$ cat src/rtl/intr_pkg.sv
// Shared constants, state encoding and helpers for the 8080 INTA sequencer.
// Optional RST n decoding is controlled by the RST_DECODE_EN macro.
`timescale 1ns/1ps
package intr_pkg;

    localparam logic [7:0] CALL_OPC_DEF = 8'hCD;
    localparam logic [7:0] RST_MASK     = 8'hC7;
    localparam logic [7:0] RST_MATCH    = 8'hC7;

    localparam logic [7:0] INT0_VEC = 8'h08;
    localparam logic [7:0] INT1_VEC = 8'h18;
    localparam logic [7:0] INT2_VEC = 8'h28;
    localparam logic [7:0] INT3_VEC = 8'h38;

    typedef enum logic [2:0] {
        S_IDLE,
        S_STROBE,
        S_WAIT,
        S_CHECK,
        S_DONE
    } state_t;

    typedef enum logic [1:0] {
        CLS_INVALID,
        CLS_CALL,
        CLS_RST
    } byte_cls_t;

    // RST n jumps to page-zero address n*8.
    function automatic logic [15:0] rst_vector(input logic [7:0] opc);
        return {8'h00, 2'b00, opc[5:3], 3'b000};
    endfunction

endpackage

$ cat src/rtl/intr_ack_dec.sv
// First-byte classifier (CALL / RST n / invalid) and service-address assembly.
// RST n is only recognised when RST_DECODE_EN is defined.
`timescale 1ns/1ps
module intr_ack_dec
    import intr_pkg::*;
#(
    parameter logic [7:0] CALL_OPC = CALL_OPC_DEF
) (
    input  logic [7:0]  byte0,
    input  logic [7:0]  byte1,
    input  logic [7:0]  byte2,
    output byte_cls_t   cls,
    output logic [15:0] vec_addr
);

    always_comb begin
        cls      = CLS_INVALID;
        vec_addr = {byte2, byte1};
        if (byte0 == CALL_OPC) begin
            cls = CLS_CALL;
        end
`ifdef RST_DECODE_EN
        else if ((byte0 & RST_MASK) == RST_MATCH) begin
            cls      = CLS_RST;
            vec_addr = rst_vector(byte0);
        end
`else
`endif
    end

endmodule

$ cat src/rtl/intr_ack_seq.sv
// CPU-side 8080 interrupt acknowledge sequencer: runs the INTA read cycles and
// owns INTE. Define RST_DECODE_EN to accept single-byte RST n acknowledges.
`timescale 1ns/1ps
module intr_ack_seq
    import intr_pkg::*;
#(
    parameter int          DATA_LAT = 1,
    parameter logic [7:0]  CALL_OPC = CALL_OPC_DEF
) (
    input  logic        clock,
    input  logic        reset,
    input  logic        cpu_intr,
    output logic        cpu_inte,
    output logic        cpu_inta,
    output logic        cpu_rd,
    input  logic [7:0]  cpu_inst,
    input  logic        instr_done,
    input  logic        ei_set,
    input  logic        di_clr,
    output logic        ack_busy,
    output logic        vec_valid,
    output logic [15:0] vec_addr,
    output logic        ack_err
);

    localparam logic [2:0] LAT = 3'(DATA_LAT);

    state_t      state_q, state_d;
    logic        inte_q, inte_d;
    logic        inta_q, inta_d;
    logic        rd_q, rd_d;
    logic        busy_q, busy_d;
    logic        valid_q, valid_d;
    logic        err_q, err_d;
    logic [15:0] vec_q, vec_d;
    logic [1:0]  idx_q, idx_d;
    logic [2:0]  cnt_q, cnt_d;
    logic [7:0]  slot0_q, slot0_d;
    logic [7:0]  slot1_q, slot1_d;
    logic [7:0]  slot2_q, slot2_d;

    byte_cls_t   cls;
    logic [15:0] dec_vec;

    intr_ack_dec #(.CALL_OPC(CALL_OPC)) u_dec (
        .byte0    (slot0_q),
        .byte1    (slot1_q),
        .byte2    (slot2_q),
        .cls      (cls),
        .vec_addr (dec_vec)
    );

    always_comb begin
        state_d = state_q;
        inte_d  = inte_q;
        inta_d  = inta_q;
        rd_d    = 1'b0;
        busy_d  = busy_q;
        valid_d = 1'b0;
        err_d   = 1'b0;
        vec_d   = vec_q;
        idx_d   = idx_q;
        cnt_d   = cnt_q;
        slot0_d = slot0_q;
        slot1_d = slot1_q;
        slot2_d = slot2_q;

        // EI/DI are frozen while a sequence owns the flag; DI wins a tie.
        if (!busy_q) begin
            if (di_clr) begin
                inte_d = 1'b0;
            end else if (ei_set) begin
                inte_d = 1'b1;
            end
        end

        case (state_q)
            S_IDLE: begin
                if (instr_done && cpu_intr && inte_q) begin
                    state_d = S_STROBE;
                    inte_d  = 1'b0;
                    inta_d  = 1'b1;
                    busy_d  = 1'b1;
                    idx_d   = 2'd0;
                    rd_d    = 1'b1;
                end
            end
            S_STROBE: begin
                cnt_d   = LAT;
                state_d = S_WAIT;
            end
            S_WAIT: begin
                cnt_d = cnt_q - 3'd1;
                if (cnt_q == 3'd1) begin
                    case (idx_q)
                        2'd0:    slot0_d = cpu_inst;
                        2'd1:    slot1_d = cpu_inst;
                        default: slot2_d = cpu_inst;
                    endcase
                    state_d = S_CHECK;
                end
            end
            S_CHECK: begin
                case (idx_q)
                    2'd0: begin
                        if (cls == CLS_CALL) begin
                            idx_d   = 2'd1;
                            rd_d    = 1'b1;
                            state_d = S_STROBE;
                        end else if (cls == CLS_RST) begin
                            vec_d   = dec_vec;
                            valid_d = 1'b1;
                            state_d = S_DONE;
                        end else begin
                            err_d   = 1'b1;
                            state_d = S_DONE;
                        end
                    end
                    2'd1: begin
                        idx_d   = 2'd2;
                        rd_d    = 1'b1;
                        state_d = S_STROBE;
                    end
                    default: begin
                        vec_d   = dec_vec;
                        valid_d = 1'b1;
                        state_d = S_DONE;
                    end
                endcase
            end
            S_DONE: begin
                inta_d  = 1'b0;
                busy_d  = 1'b0;
                state_d = S_IDLE;
            end
            default: begin
                inta_d  = 1'b0;
                busy_d  = 1'b0;
                state_d = S_IDLE;
            end
        endcase
    end

    always_ff @(posedge clock) begin
        if (reset) begin
            state_q <= S_IDLE;
            inte_q  <= 1'b0;
            inta_q  <= 1'b0;
            rd_q    <= 1'b0;
            busy_q  <= 1'b0;
            valid_q <= 1'b0;
            err_q   <= 1'b0;
            vec_q   <= 16'h0000;
            idx_q   <= 2'd0;
            cnt_q   <= 3'd0;
            slot0_q <= 8'h00;
            slot1_q <= 8'h00;
            slot2_q <= 8'h00;
        end else begin
            state_q <= state_d;
            inte_q  <= inte_d;
            inta_q  <= inta_d;
            rd_q    <= rd_d;
            busy_q  <= busy_d;
            valid_q <= valid_d;
            err_q   <= err_d;
            vec_q   <= vec_d;
            idx_q   <= idx_d;
            cnt_q   <= cnt_d;
            slot0_q <= slot0_d;
            slot1_q <= slot1_d;
            slot2_q <= slot2_d;
        end
    end

    assign cpu_inte  = inte_q;
    assign cpu_inta  = inta_q;
    assign cpu_rd    = rd_q;
    assign ack_busy  = busy_q;
    assign vec_valid = valid_q;
    assign vec_addr  = vec_q;
    assign ack_err   = err_q;

endmodule

$ cat config.mk
export PLATFORM = sky130hd
export DESIGN_NAME = intr_ack_seq
export DESIGN_NICKNAME = d
export VERILOG_FILES = /design/src/rtl/intr_pkg.sv /design/src/rtl/intr_ack_dec.sv /design/src/rtl/intr_ack_seq.sv
export SDC_FILE = /design/constraint.sdc
export NUM_CORES = 1
export LEC_CHECK = 0
export CORE_MARGIN = 3
export CORE_UTILIZATION = 57
export DETAILED_ROUTE_END_ITERATION = 10
export PLACE_DENSITY = 0.81
export SLEW_MARGIN = 25
export SYNTH_ARGS = -nofsm -noshare
export SYNTH_HDL_FRONTEND = slang
export SYNTH_SLANG_ARGS = --single-unit
$ cat constraint.sdc
create_clock -name clock -period 2.2 [get_ports clock]
set_input_delay 0.44 -clock clock [delete_from_list [all_inputs] [get_ports clock]]
set_output_delay 0.44 -clock clock [all_outputs]
set_load 0.005 [all_outputs]
==> metrics.txt <==
status=completed; final period utilization=0.8192; Die Span X=68.88 um; number of buffers created by CTS=5; Setup CP Type=flip-flop to flip-flop; clk buf depth=2; post-CTS sizing=0; prevailing post-synth register cell=dfxtp_1; postcts setup bufs=0; worst slew pin tran=0.7001 ns; hpwl dp=slightly above 3 mm; clk_skew=0.006314 ns; asr flop ratio synth=0; Seq/Total Area, Yosys=0.4708; First DRT Iteration DRCs=151; worst-path cell chain=nand4b_1, nand2_1, a21oi_1; CTS Root Cell=clkbuf_8; Final WS setup=0.3978 ns; die height=~69 um; count of input and output buffers=35; f_max=554.9 MHz; library cells used by synthesis=43; Starting Density=0.6019; gr usage total=0.2066; Detail Route Antenna Nets=0; Setup WS pre-CTS=0.3722 ns; initial antenna violation count=0; critical path launch point type=flip-flop; Crit-path slowest cell=nand4b_1; Post-CTS Hold Buffers=0; Synth Cell Area=0.002253 mm^2; largest net degree at the start of global routing=63; RSZ-0062 raised after global routing=false; min cycle time layout=approximately 1.8 ns; Row Count=22; Reg2Reg Depth=3; DRT Pass-1 Iters=5; final wirelength=between 4 and 5 mm; Clock transition at path regs=0.09 ns; syn_area_per_cell=~9 um^2; Synth Register Bits=between 50 and 60; CP Capture Type=flip-flop; Boundary Pins=36; area leader, netlist=dfxtp_1; Max IR drop VDD=approximately 440 uV; H-tree Lvls=2; Post-Synthesis Cells=250; Hold/Removal Path Class=flip-flop to flip-flop; TritonCTS clock tree=built; delay-heaviest family, CP=simple AND/OR/NAND/NOR gates; antenna diode count=0; relative slew slack=0.5308; vias in the first global route=1577; Post-synth top cells=dfxtp_1 (53), nand2_1 (34), a21oi_1 (31); most frequent cell after synthesis=dfxtp_1; total gr overflow=0; CP max stage delay=between 0.6 and 0.7 ns; vias per cell=5.418; Yosys warnings=0; Placer Congestion=0.7554; final number of hold-violating endpoints=0; area grow syn2layout=19.38%; worst skew pair latency=0.30 ns; Worst Path Arrival=1.99 ns; CP required=2.39 ns; EDFF count, synth=0; Final setup viols=0; area share of the largest cell type after synthesis=0.4708; vias=1761; Power Density=594.0 mW/mm^2; first-pass GRT wire length=7.217 mm; fin. max-slew vios=0; drt drc=0; Nets=292; syn nets=266; synth top area cells=dfxtp_1 (47%), mux2i_1 (7.1%), nand2b_1 (6.9%); setup TNS=0 ns; WP depth=3; CP Max Fanout=17; layout cell share with drive strength beyond 1=0.06137; Buf/Inv on CP=0; Clock Sinks=between 50 and 60; P_leak=0.9404 nW; Max Cap Viol=0; drt wl/cell=roughly 13 um; core area=between 0.003 and 0.004 mm^2; die area=~0.0047 mm^2; Min-Delay Path Depth=2
[routing by layer]
layer	vias to the layer above	wire, um	GRT usage
met5	-	0	0
met4	0	53	0.09002
met3	4	204	0.04214
met2	41	1988	0.3143
met1	809	2132	0.2828
li1	907	-	-
[where the power goes]
part | internal (W) | leakage [nW] | switching, W
combinational | 0.0000469 | 0.469 | 0.0000402
clock | 0.000226 | 0.0445 | 0.000318
sequential | 0.000962 | 0.427 | 0.00000445
total | 0.00124 | 0.940 | 0.000362
[stage by stage]
step / area (um^2) / instances / power [W] / utilization / hold slack [ns]
detailed placement: 2600 / 317 / 0.001076 / 0.6945 / 0.4430
floorplan: 2253 / 250 / 0.001031 / - / 0.4284
global placement: 2600 / 317 / 0.001075 / 0.6945 / 0.4410
finish: 2690 / 325 / 0.001598 / 0.7186 / 0.4564
global route: 2690 / 325 / 0.001656 / 0.7186 / 0.4717
CTS: 2690 / 325 / 0.001610 / 0.7186 / 0.4568
[final cells by class]
cell class,count,area [um^2]
Tap cell,48,60.06
Multi-Input combinational cell,173,1075
Timing Repair Buffer,38,385.4
Inverter,5,18.77
Sequential cell,53,1061
Clock buffer,5,68.82
Clock inverter,3,21.27
Fill cell,313,1054
[worst min-delay path, cell delays in order, from the launching register on]
cell and delay (ns):
dfxtp_1 0.32, nand2_1 0.05, a21oi_1 0.05
[sequential cells by signal (all words and copies together), names as in the netlist]
register	count
cnt_q	3
idx_q	2
slot1_q	8
ack_err	1
cpu_inte	1
slot2_q	8
slot0_q	8
state_q	3
ack_busy	1
cpu_rd	1
vec_addr	16
vec_valid	1
[kinds of logic after synthesis]
| family | Yosys count | share of synthesized area |
|---|---|---|
| compound gates | 52 | 0.1283 |
| xor+xnor | 1 | 0.003887 |
| fa+ha+maj | 2 | 0.01110 |
| buf+inv | 24 | 0.05219 |
| flops | 53 | 0.4709 |
| mux | 16 | 0.07107 |
| simple gates | 102 | 0.2626 |
[cells in the final DEF (no fill, tap or decap), types with 2 or more instances in the layout]
master	synthesis	final
dfxtp_1	53	53
clkdlybuf4s50_1	0	35
nand2_1	34	34
a21oi_1	31	31
nand2b_1	25	25
mux2i_1	16	16
o21ai_0	12	12
nand3_1	11	11
inv_1	5	5
clkbuf_8	0	5
nor3_1	4	4
nor2b_1	3	3
nand3b_1	3	3
and4b_1	2	2
and2_1	2	2
and3_1	2	2
a21o_1	2	2
nor2_1	2	2
nand4_1	2	2
a2111oi_0	2	2
ha_1	2	2
buf_4	1	2
[final timing paths]
kind              slack [ns]                startpoint                  endpoint
setup / recovery        0.40   state_q[0]$_SDFFE_PP0P_  vec_addr[1]$_SDFFE_PP0P_
hold reg to reg         0.46  vec_addr[5]$_SDFFE_PP0P_  vec_addr[5]$_SDFFE_PP0P_
hold / removal          0.46  vec_addr[5]$_SDFFE_PP0P_  vec_addr[5]$_SDFFE_PP0P_
setup reg to reg        0.40   state_q[0]$_SDFFE_PP0P_  vec_addr[1]$_SDFFE_PP0P_
(Power assumes the default switching activity.)
